$ cat config.mk
export PLATFORM = sky130hd
export DESIGN_NAME = sort4_ctrl
export DESIGN_NICKNAME = d
export VERILOG_FILES = /design/src/rtl/sort4_ctrl.sv
export SDC_FILE = /design/constraint.sdc
export NUM_CORES = 1
export LEC_CHECK = 0
export BUFFER_PORTS_ARGS = -buffer_cell sky130_fd_sc_hd__buf_4
export CORE_AREA = 2 2 79 81
export DETAILED_ROUTE_END_ITERATION = 7
export DIE_AREA = 0 0 81 83
export PLACE_DENSITY = 0.57
export SYNTH_ARGS = -nofsm -noshare
export SYNTH_HDL_FRONTEND = slang
export SYNTH_HIERARCHICAL = 1
export SYNTH_SLANG_ARGS = --single-unit
$ cat constraint.sdc
create_clock -name clk -period 4.6 [get_ports clk]
set_input_delay 0.92 -clock clk [delete_from_list [all_inputs] [get_ports clk]]
set_output_delay 0.92 -clock clk [all_outputs]
set_load 0.01 [all_outputs]
$ cat src/rtl/sort4_ctrl.sv
// rtl/sort4_ctrl.sv - four-element bubble sorter sharing one magnitude compare unit

// Unsigned magnitude compare unit producing greater/equal/less flags.
module mag_cmp #(
  parameter int WIDTH = 3
) (
  input  logic [WIDTH-1:0] a,
  input  logic [WIDTH-1:0] b,
  output logic             g,
  output logic             e,
  output logic             l
);
  assign g = (a > b);
  assign e = (a == b);
  assign l = (a < b);
endmodule

// Sequential sort controller: one compare per clock, fixed 7-clock latency.
module sort4_ctrl #(
  parameter int WIDTH = 3,
  parameter bit DESC  = 1'b0
) (
  input  logic               clk,
  input  logic               rst_n,
  input  logic               start,
  input  logic [4*WIDTH-1:0] din,
  output logic               busy,
  output logic               done,
  output logic [4*WIDTH-1:0] dout,
  output logic [2:0]         swaps,
  output logic               cmp_g,
  output logic               cmp_e,
  output logic               cmp_l
);

  typedef enum logic [1:0] {IDLE, SORT, FIN} state_t;

  state_t                  state_q, state_d;
  logic [3:0][WIDTH-1:0]   r_q, r_d;
  logic [1:0]              pass_q, pass_d;
  logic [1:0]              idx_q, idx_d;
  logic [2:0]              cnt_q, cnt_d;
  logic                    busy_q, busy_d;
  logic                    done_q, done_d;
  logic [4*WIDTH-1:0]      dout_q, dout_d;
  logic [2:0]              swaps_q, swaps_d;

  logic [WIDTH-1:0]        op_a, op_b;
  logic [1:0]              idx_nxt;
  logic [1:0]              last_idx;
  logic                    swap_en;

  assign idx_nxt  = idx_q + 2'd1;
  // Each pass stops one slot earlier since the largest (or smallest) has bubbled out.
  assign last_idx = 2'd2 - pass_q;

  // Steer the adjacent register pair selected by idx into the shared compare unit.
  always_comb begin
    op_a = r_q[0];
    op_b = r_q[1];
    case (idx_q)
      2'd0:    begin op_a = r_q[0]; op_b = r_q[1]; end
      2'd1:    begin op_a = r_q[1]; op_b = r_q[2]; end
      default: begin op_a = r_q[2]; op_b = r_q[3]; end
    endcase
  end

  mag_cmp #(.WIDTH(WIDTH)) u_cmp (
    .a (op_a),
    .b (op_b),
    .g (cmp_g),
    .e (cmp_e),
    .l (cmp_l)
  );

  // Equal operands never swap, which keeps the sort stable.
  assign swap_en = DESC ? cmp_l : cmp_g;

  // Next-state and datapath update for the IDLE -> SORT -> FIN schedule.
  always_comb begin
    state_d = state_q;
    r_d     = r_q;
    pass_d  = pass_q;
    idx_d   = idx_q;
    cnt_d   = cnt_q;
    busy_d  = busy_q;
    done_d  = 1'b0;
    dout_d  = dout_q;
    swaps_d = swaps_q;
    case (state_q)
      IDLE: begin
        if (start) begin
          r_d     = din;
          pass_d  = 2'd0;
          idx_d   = 2'd0;
          cnt_d   = 3'd0;
          busy_d  = 1'b1;
          state_d = SORT;
        end
      end
      SORT: begin
        if (swap_en) begin
          r_d[idx_q]   = op_b;
          r_d[idx_nxt] = op_a;
          cnt_d        = cnt_q + 3'd1;
        end
        if (idx_q == last_idx) begin
          idx_d = 2'd0;
          if (pass_q == 2'd2) begin
            state_d = FIN;
          end else begin
            pass_d = pass_q + 2'd1;
          end
        end else begin
          idx_d = idx_nxt;
        end
      end
      FIN: begin
        dout_d  = r_q;
        swaps_d = cnt_q;
        done_d  = 1'b1;
        busy_d  = 1'b0;
        state_d = IDLE;
      end
      default: begin
        state_d = IDLE;
        busy_d  = 1'b0;
      end
    endcase
  end

  // State and registered outputs; reset discards any sort in flight.
  always_ff @(posedge clk or negedge rst_n) begin
    if (!rst_n) begin
      state_q <= IDLE;
      r_q     <= '0;
      pass_q  <= 2'd0;
      idx_q   <= 2'd0;
      cnt_q   <= 3'd0;
      busy_q  <= 1'b0;
      done_q  <= 1'b0;
      dout_q  <= '0;
      swaps_q <= 3'd0;
    end else begin
      state_q <= state_d;
      r_q     <= r_d;
      pass_q  <= pass_d;
      idx_q   <= idx_d;
      cnt_q   <= cnt_d;
      busy_q  <= busy_d;
      done_q  <= done_d;
      dout_q  <= dout_d;
      swaps_q <= swaps_d;
    end
  end

  assign busy  = busy_q;
  assign done  = done_q;
  assign dout  = dout_q;
  assign swaps = swaps_q;

endmodule
==> summary.md, run 1 <==
| Metric | Value |
|---|---|
| DR WL/cell | 16.1 µm |
| Distinct cells, synth | 49 |
| Vias in the first global route | 1797 |
| IO buf count | 34 |
| Pre-Repair DR Iteration Count | 4 |
| Levels on crit path | 8 |
| Post-Synth Simple-Gate Area | 0.184 |
| Reg2Reg Depth | 12 |
| Clock sinks | 38 |
| Vias per std cell | 5.35 |
| Most common cell after layout, fill and taps aside | dfrtp_1 |
| DRC | 0 |
| Largest family of logic cells by synthesized area | compound AO/OA/AOI/OAI gates |
| Initial DRC count | 68 |
| Hpwl dp | 3780 µm |
| Status | finished, final reports clean |
| Ys async rst share | 1.00 |
| Most frequent cells in the layout | 38 x dfrtp_1, 35 x buf_4, 21 x nand2_1 |
| Post-synthesis compound-gate area fraction | 0.185 |
| Final worst path period share | 0.832 |
| Seq/Total Area, Yosys | 0.416 |
| CTS Buffer Depth | 2 |
| Site row count | 28 |
| Crit path top cell by count | ha_1 |
| Total track usage | 0.171 |
| DIE WIDTH | 81 µm |
| Core box area | 5820 µm² |
| Worst EP arrival | 2.91 ns |
| Setup ws final | 0.771 ns |
| Synthesized area per cell | 10.3 µm² |
| DP Worst Slack | 1.13 ns |
| CTS tree | yes |
| Post-synth net total | 250 |
| Crit path time final | 3.83 ns |
| H-tree depth | 2 |
| Post-synthesis mux area share | 0.0826 |
| Share of cells above drive strength 1 | 0.280 |
| Min-delay worst type | flip-flop to flip-flop |
| Cells along the critical path | inv_1, ha_1, nand3_2, a32oi_2, ha_1, and3_4, a21oi_1, buf_4 |
| Clock latency on the worst-skew pair | 0.30 ns |
| Synth Area in XOR/XNOR | 0.00765 |
| GP Congestion | 0.893 |
| Hold Buf Count CTS | 0 |
| Diodes inserted | 0 |
| Setup Viol. Count Final | 0 |
| TNS Setup | 0 ns |
| Number of synthesized flops with an enable pin | 0 |
| Share of Yosys cell area claimed by the top area cell type | 0.416 |
| GRT Residual Overflow | 0 |
| RSZ-0062 raised after global routing | false |
| Max Fclk | 261 MHz |
| Crit path max fanout | 19 |
| Die Y | 83 µm |
| Worst setup EP type | primary output |
| Slowest CP cell | ha_1 |
| NumNets Final | 280 |
| Area contributors post-synth | dfrtp_1 42%, ha_1 6.6%, mux2_1 3.9% |
| Post-cts gate resize count | 0 |
| Slowest stage delay, CP | 0.62 ns |
| Worst-path clk slew | 0.08 ns |
| Post-CTS Setup Bufs | 0 |
| Pins Over Slew Limit | 0 |
| Fin. Hold Viols | 0 |
| Hold Crit Depth | 1 |
| Area Growth Syn to Fin | 16.1% |
| Critical path class | flip-flop to primary output |
| CP delay by family, top | adder cells |
| Reg2reg setup slack | 1.07 ns |
| Flops & latches, synth | 38 |
| Total CTS buffers | 5 |
| Adder-Cell Fraction of Synth Area | 0.0656 |
| Die area | 6720 µm² |
| Post-synthesis instance total | 223 |
| Mapped Area | 2290 µm² |
| Initial Utilization | 0.394 |
| Relative slew slack | 0.537 |
| Worst path required time | 3.68 ns |
| Slew @ Worst Pin | 0.695 ns |
| Synth area leader | dfrtp_1 |
| WP buf/inv | 2 |
| Clock Skew | 0.00561 ns |
| Antenna violations before repair | 0 |
| Synth Warn # | 6 |
| DRT antenna net count | 0 |
| Max cap viols | 0 |
| Via count | 1759 |
| DRT Wirelength | 5300 µm |
| Largest net degree at the start of global routing | 39 |
| First-pass GRT wire length | 8870 µm |
| Synth Flop Type | dfrtp_1 |
| Io pins | 35 |
| Clock Tree Root | clkbuf_8 |
| Kind of start point of the critical path | flip-flop |
layout make-up:
type / count / area, µm²
fillers: 603 / 3160
multi-input cells: 159 / 1200
flip-flops and latches: 38 / 951
well taps: 75 / 93.8
inverters: 14 / 52.6
clock buffers: 6 / 82.6
clock inverters: 2 / 12.5
repair buffers: 35 / 263
cell families after synthesis:
kind of cell             after synthesis
flip-flops                            38
AO/OA/AOI/OAI                         52
buffers and inverters                 26
AND/OR/NAND/NOR                       76
multiplexers                          17
adder cells (fa/ha/maj)               12
XOR/XNOR                               2
path summary, 6_finish.rpt:
path                                  endpoint                 start
max                                      cmp_g  idx_q[0]$_DFFE_PN0P_
min                        dout[7]$_DFFE_PN0P_   dout[7]$_DFFE_PN0P_
max reg2reg                r_q[11]$_DFFE_PN0P_  idx_q[0]$_DFFE_PN0P_
min reg2reg                dout[7]$_DFFE_PN0P_   dout[7]$_DFFE_PN0P_
max in group asynchronous   r_q[3]$_DFFE_PN0P_                 rst_n
min in group asynchronous  dout[2]$_DFFE_PN0P_                 rst_n
metal layers:
layer  GRT usage  vias up  part of all wire
met5           0        -                 0
met4      0.0586        0             0.015
met3      0.0315        9             0.033
met2       0.275       26              0.49
met1       0.229      866              0.46
li1            -      858                 -
sequential cells by signal, indices dropped and copies added, names as in the netlist:
register	flops
cnt_q	3
r_q	12
swaps	3
pass_q	2
busy	1
idx_q	2
dout	12
done	1
state_q	2
per-stage QoR:
step	area, µm²	hold slack, ns	utilization	std cells
after floorplan	2290	0.471	-	223
after global placement	2560	0.474	0.441	321
after detailed placement	2560	0.478	0.441	321
after CTS	2660	0.499	0.457	329
after global routing	2660	0.524	0.457	329
final	2660	0.492	0.457	329
synth_stat cells (4+ instances only):
library cell and n:
dfrtp_1 38, nand2_1 21, ha_1 12, inv_1 12
a21oi_1 10, nor2_1 10, nor3_1 10, o22ai_1 10
mux2_1 8, mux2_2 7, buf_2 6, nor4_1 6
nand2b_1 5, nand3_1 4, o211ai_1 4, o21ai_0 4
Power of run 1 is not shown: default switching activity piles up to over one toggle a cycle in this logic, so the estimate is an artifact.
==> inputs of run 2 (changes only) <==
--- a/config.mk
+++ b/config.mk
@@ -9,7 +9,7 @@
 export CORE_AREA = 2 2 79 81
 export DETAILED_ROUTE_END_ITERATION = 7
 export DIE_AREA = 0 0 81 83
-export PLACE_DENSITY = 0.57
+export PLACE_DENSITY = 0.6
 export SYNTH_ARGS = -nofsm -noshare
 export SYNTH_HDL_FRONTEND = slang
 export SYNTH_HIERARCHICAL = 1
==> constraint.sdc (replaced) <==
create_clock -name clk -period 3.1 [get_ports clk]
set_input_delay 0.62 -clock clk [delete_from_list [all_inputs] [get_ports clk]]
set_output_delay 0.62 -clock clk [all_outputs]
set_load 0.01 [all_outputs]
==> summary.md, run 2 (synthesis gave the netlist of run 1 again) <==
| Metric | Value |
|---|---|
| Area Growth Syn to Fin | 25.5% |
| Clock latency on the worst-skew pair | 0.29 ns (about the same) |
| Fillers | 559 (-7.3%) |
| First-pass GRT wire length | 8830 µm (-0.54%) |
| Worst setup EP type | primary output |
| Share of cells above drive strength 1 | 0.348 (+0.0688) |
| Via count | 1771 (+0.68%) |
| GRT Residual Overflow | 0 (unchanged) |
| Initial DRC count | 79 (+16%) |
| H-tree depth | 2 (unchanged) |
| Reg area | 951 µm² (unchanged) |
| Core box area | 5820 µm² (unchanged) |
| Total CTS buffers | 5 (unchanged) |
| Total track usage | 0.170 (-0.00127) |
| Status | finished, final reports clean |
| Hpwl dp | 3850 µm (+1.9%) |
| DIE WIDTH | 81 µm (unchanged) |
| CTS Buffer Depth | 2 (unchanged) |
| Relative slew slack | 0.571 (+0.0341) |
| Clock Tree Root | clkbuf_8 |
| DRT antenna net count | 0 (unchanged) |
| Max Fclk | 331 MHz |
| Critical path class | flip-flop to primary output |
| Worst-path clk slew | 0.07 ns (about the same) |
| Vias per std cell | 5.18 (-3.1%) |
| DR WL/cell | 15.6 µm (-2.8%) |
| Finished Core Util | 0.494 (+0.0368) |
| Worst EP arrival | 2.40 ns (-0.51 ns) |
| Setup Viol. Count Final | 0 (unchanged) |
| DRC | 0 (unchanged) |
| TNS Setup | 0 ns (unchanged) |
| Hold Buf Count CTS | 0 (unchanged) |
| Io pins | 35 (unchanged) |
| Pre-Repair DR Iteration Count | 4 (unchanged) |
| Worst path required time | 2.48 ns (-1.20 ns) |
| Reg2reg setup slack | 0.17 ns (-0.90 ns) |
| DRT Wirelength | 5350 µm (+1.0%) |
| Die area | 6720 µm² (unchanged) |
| Reg2Reg Depth | 14 (+2) |
| Vias in the first global route | 1762 (-1.9%) |
| Largest net degree at the start of global routing | 39 (unchanged) |
| Die Y | 83 µm (unchanged) |
| Slew @ Worst Pin | 0.644 ns (-0.0512 ns) |
| Clock sinks | 38 (unchanged) |
| Footprint of the multi-input gates | 1290 µm² (+7.4%) |
| CTS tree | yes |
| GP Congestion | 0.867 (-2.9%) |
| Hold_ws | 0.284 ns (-0.207 ns) |
| Kind of start point of the critical path | flip-flop |
| Worst reg2reg startpoint | idx_q[0]$_DFFE_PN0P_ |
| Most common cell after layout, fill and taps aside | buf_4 |
| Clock Skew | 0.00697 ns (+0.00136 ns) |
| Diodes inserted | 0 (unchanged) |
| Site row count | 28 (unchanged) |
| Reg2reg end | r_q[11]$_DFFE_PN0P_ |
| IO buf count | 34 (unchanged) |
| NumNets Final | 293 (+4.6%) |
| Crit path max fanout | 10 (-9) |
| Min-delay worst type | primary input to asynchronous set/reset pin |
| Most frequent cells in the layout | 46 x buf_4, 38 x dfrtp_1, 21 x nand2_1 |
| Antenna violations before repair | 0 (unchanged) |
| Fin. Hold Viols | 0 (unchanged) |
| Final worst path period share | 0.975 |
| Crit path time final | 3.02 ns |
| Max cap viols | 0 (unchanged) |
| Initial Utilization | 0.394 (unchanged) |
| Pins Over Slew Limit | 0 (unchanged) |
-- run 2: changes by cell type in the layout (fill, tap and decap cells not counted), moves of 2 or more --
cell      delta
inv_2        +2
a22oi_2      +2
clkbuf_1     +2
ha_4         +6
buf_4       +11
inv_1        -2
a22oi_1      -2
ha_1         -6
-- run 2: area by class of cell --
| cell class | count | share of cell area |
|---|---|---|
| Tap cell | 75 | 0.0327 |
| Clock inverter | 1 | 0.0105 |
| Inverter | 14 | 0.0183 |
| Timing Repair Buffer | 48 | 0.131 |
| Sequential cell | 38 | 0.331 |
| Clock buffer | 7 | 0.0266 |
| Multi-Input combinational cell | 159 | 0.450 |
-- run 2: worst max-delay path by stage --
stage	start	to	slack (ns)
after floorplan	idx_q[0]$_DFFE_PN0P_	r_q[10]$_DFFE_PN0P_	0.03
after global placement	idx_q[0]$_DFFE_PN0P_	r_q[11]$_DFFE_PN0P_	0.07
after detailed placement	idx_q[0]$_DFFE_PN0P_	r_q[11]$_DFFE_PN0P_	0.04
after CTS	idx_q[0]$_DFFE_PN0P_	cmp_g	0.005
after global routing	idx_q[0]$_DFFE_PN0P_	cmp_g	-0.02
final	idx_q[0]$_DFFE_PN0P_	cmp_g	0.08
-- run 2: per-layer routing --
layer | routed length [µm] | track usage
met2 | 2680 | 0.277
met5 | 0 | 0
met3 | 187 | 0.0359
met1 | 2410 | 0.225
met4 | 73 | 0.0478
-- run 2: critical path, stage by stage (launching register included) --
cell	delay [ns]
dfrtp_1	0.42
buf_6	0.15
ha_4	0.19
or2_4	0.29
a21oi_4	0.19
inv_1	0.10
ha_4	0.27
nand3b_1	0.09
a21oi_1	0.15
buf_4	0.15
buf_4	0.11
-- run 2: metrics by stage --
step,worst slack (ns),area [µm²],instances
after detailed placement,0.0420,2620,329
final,0.0774,2870,342
after floorplan,0.0280,2290,223
after global placement,0.0694,2620,329
after global routing,-0.0199,2870,342
after CTS,0.00493,2800,338
-- run 2: repair_timing --
| action | CTS | global route |
|---|---|---|
| gates resized for setup | 11 | 5 |
| pin swaps | 0 | 2 |
| gates cloned | 0 | 0 |
| setup buffers | 1 | 4 |
| setup endpoints to repair | 2 | 3 |
Power of run 2 is left out for the same reason.
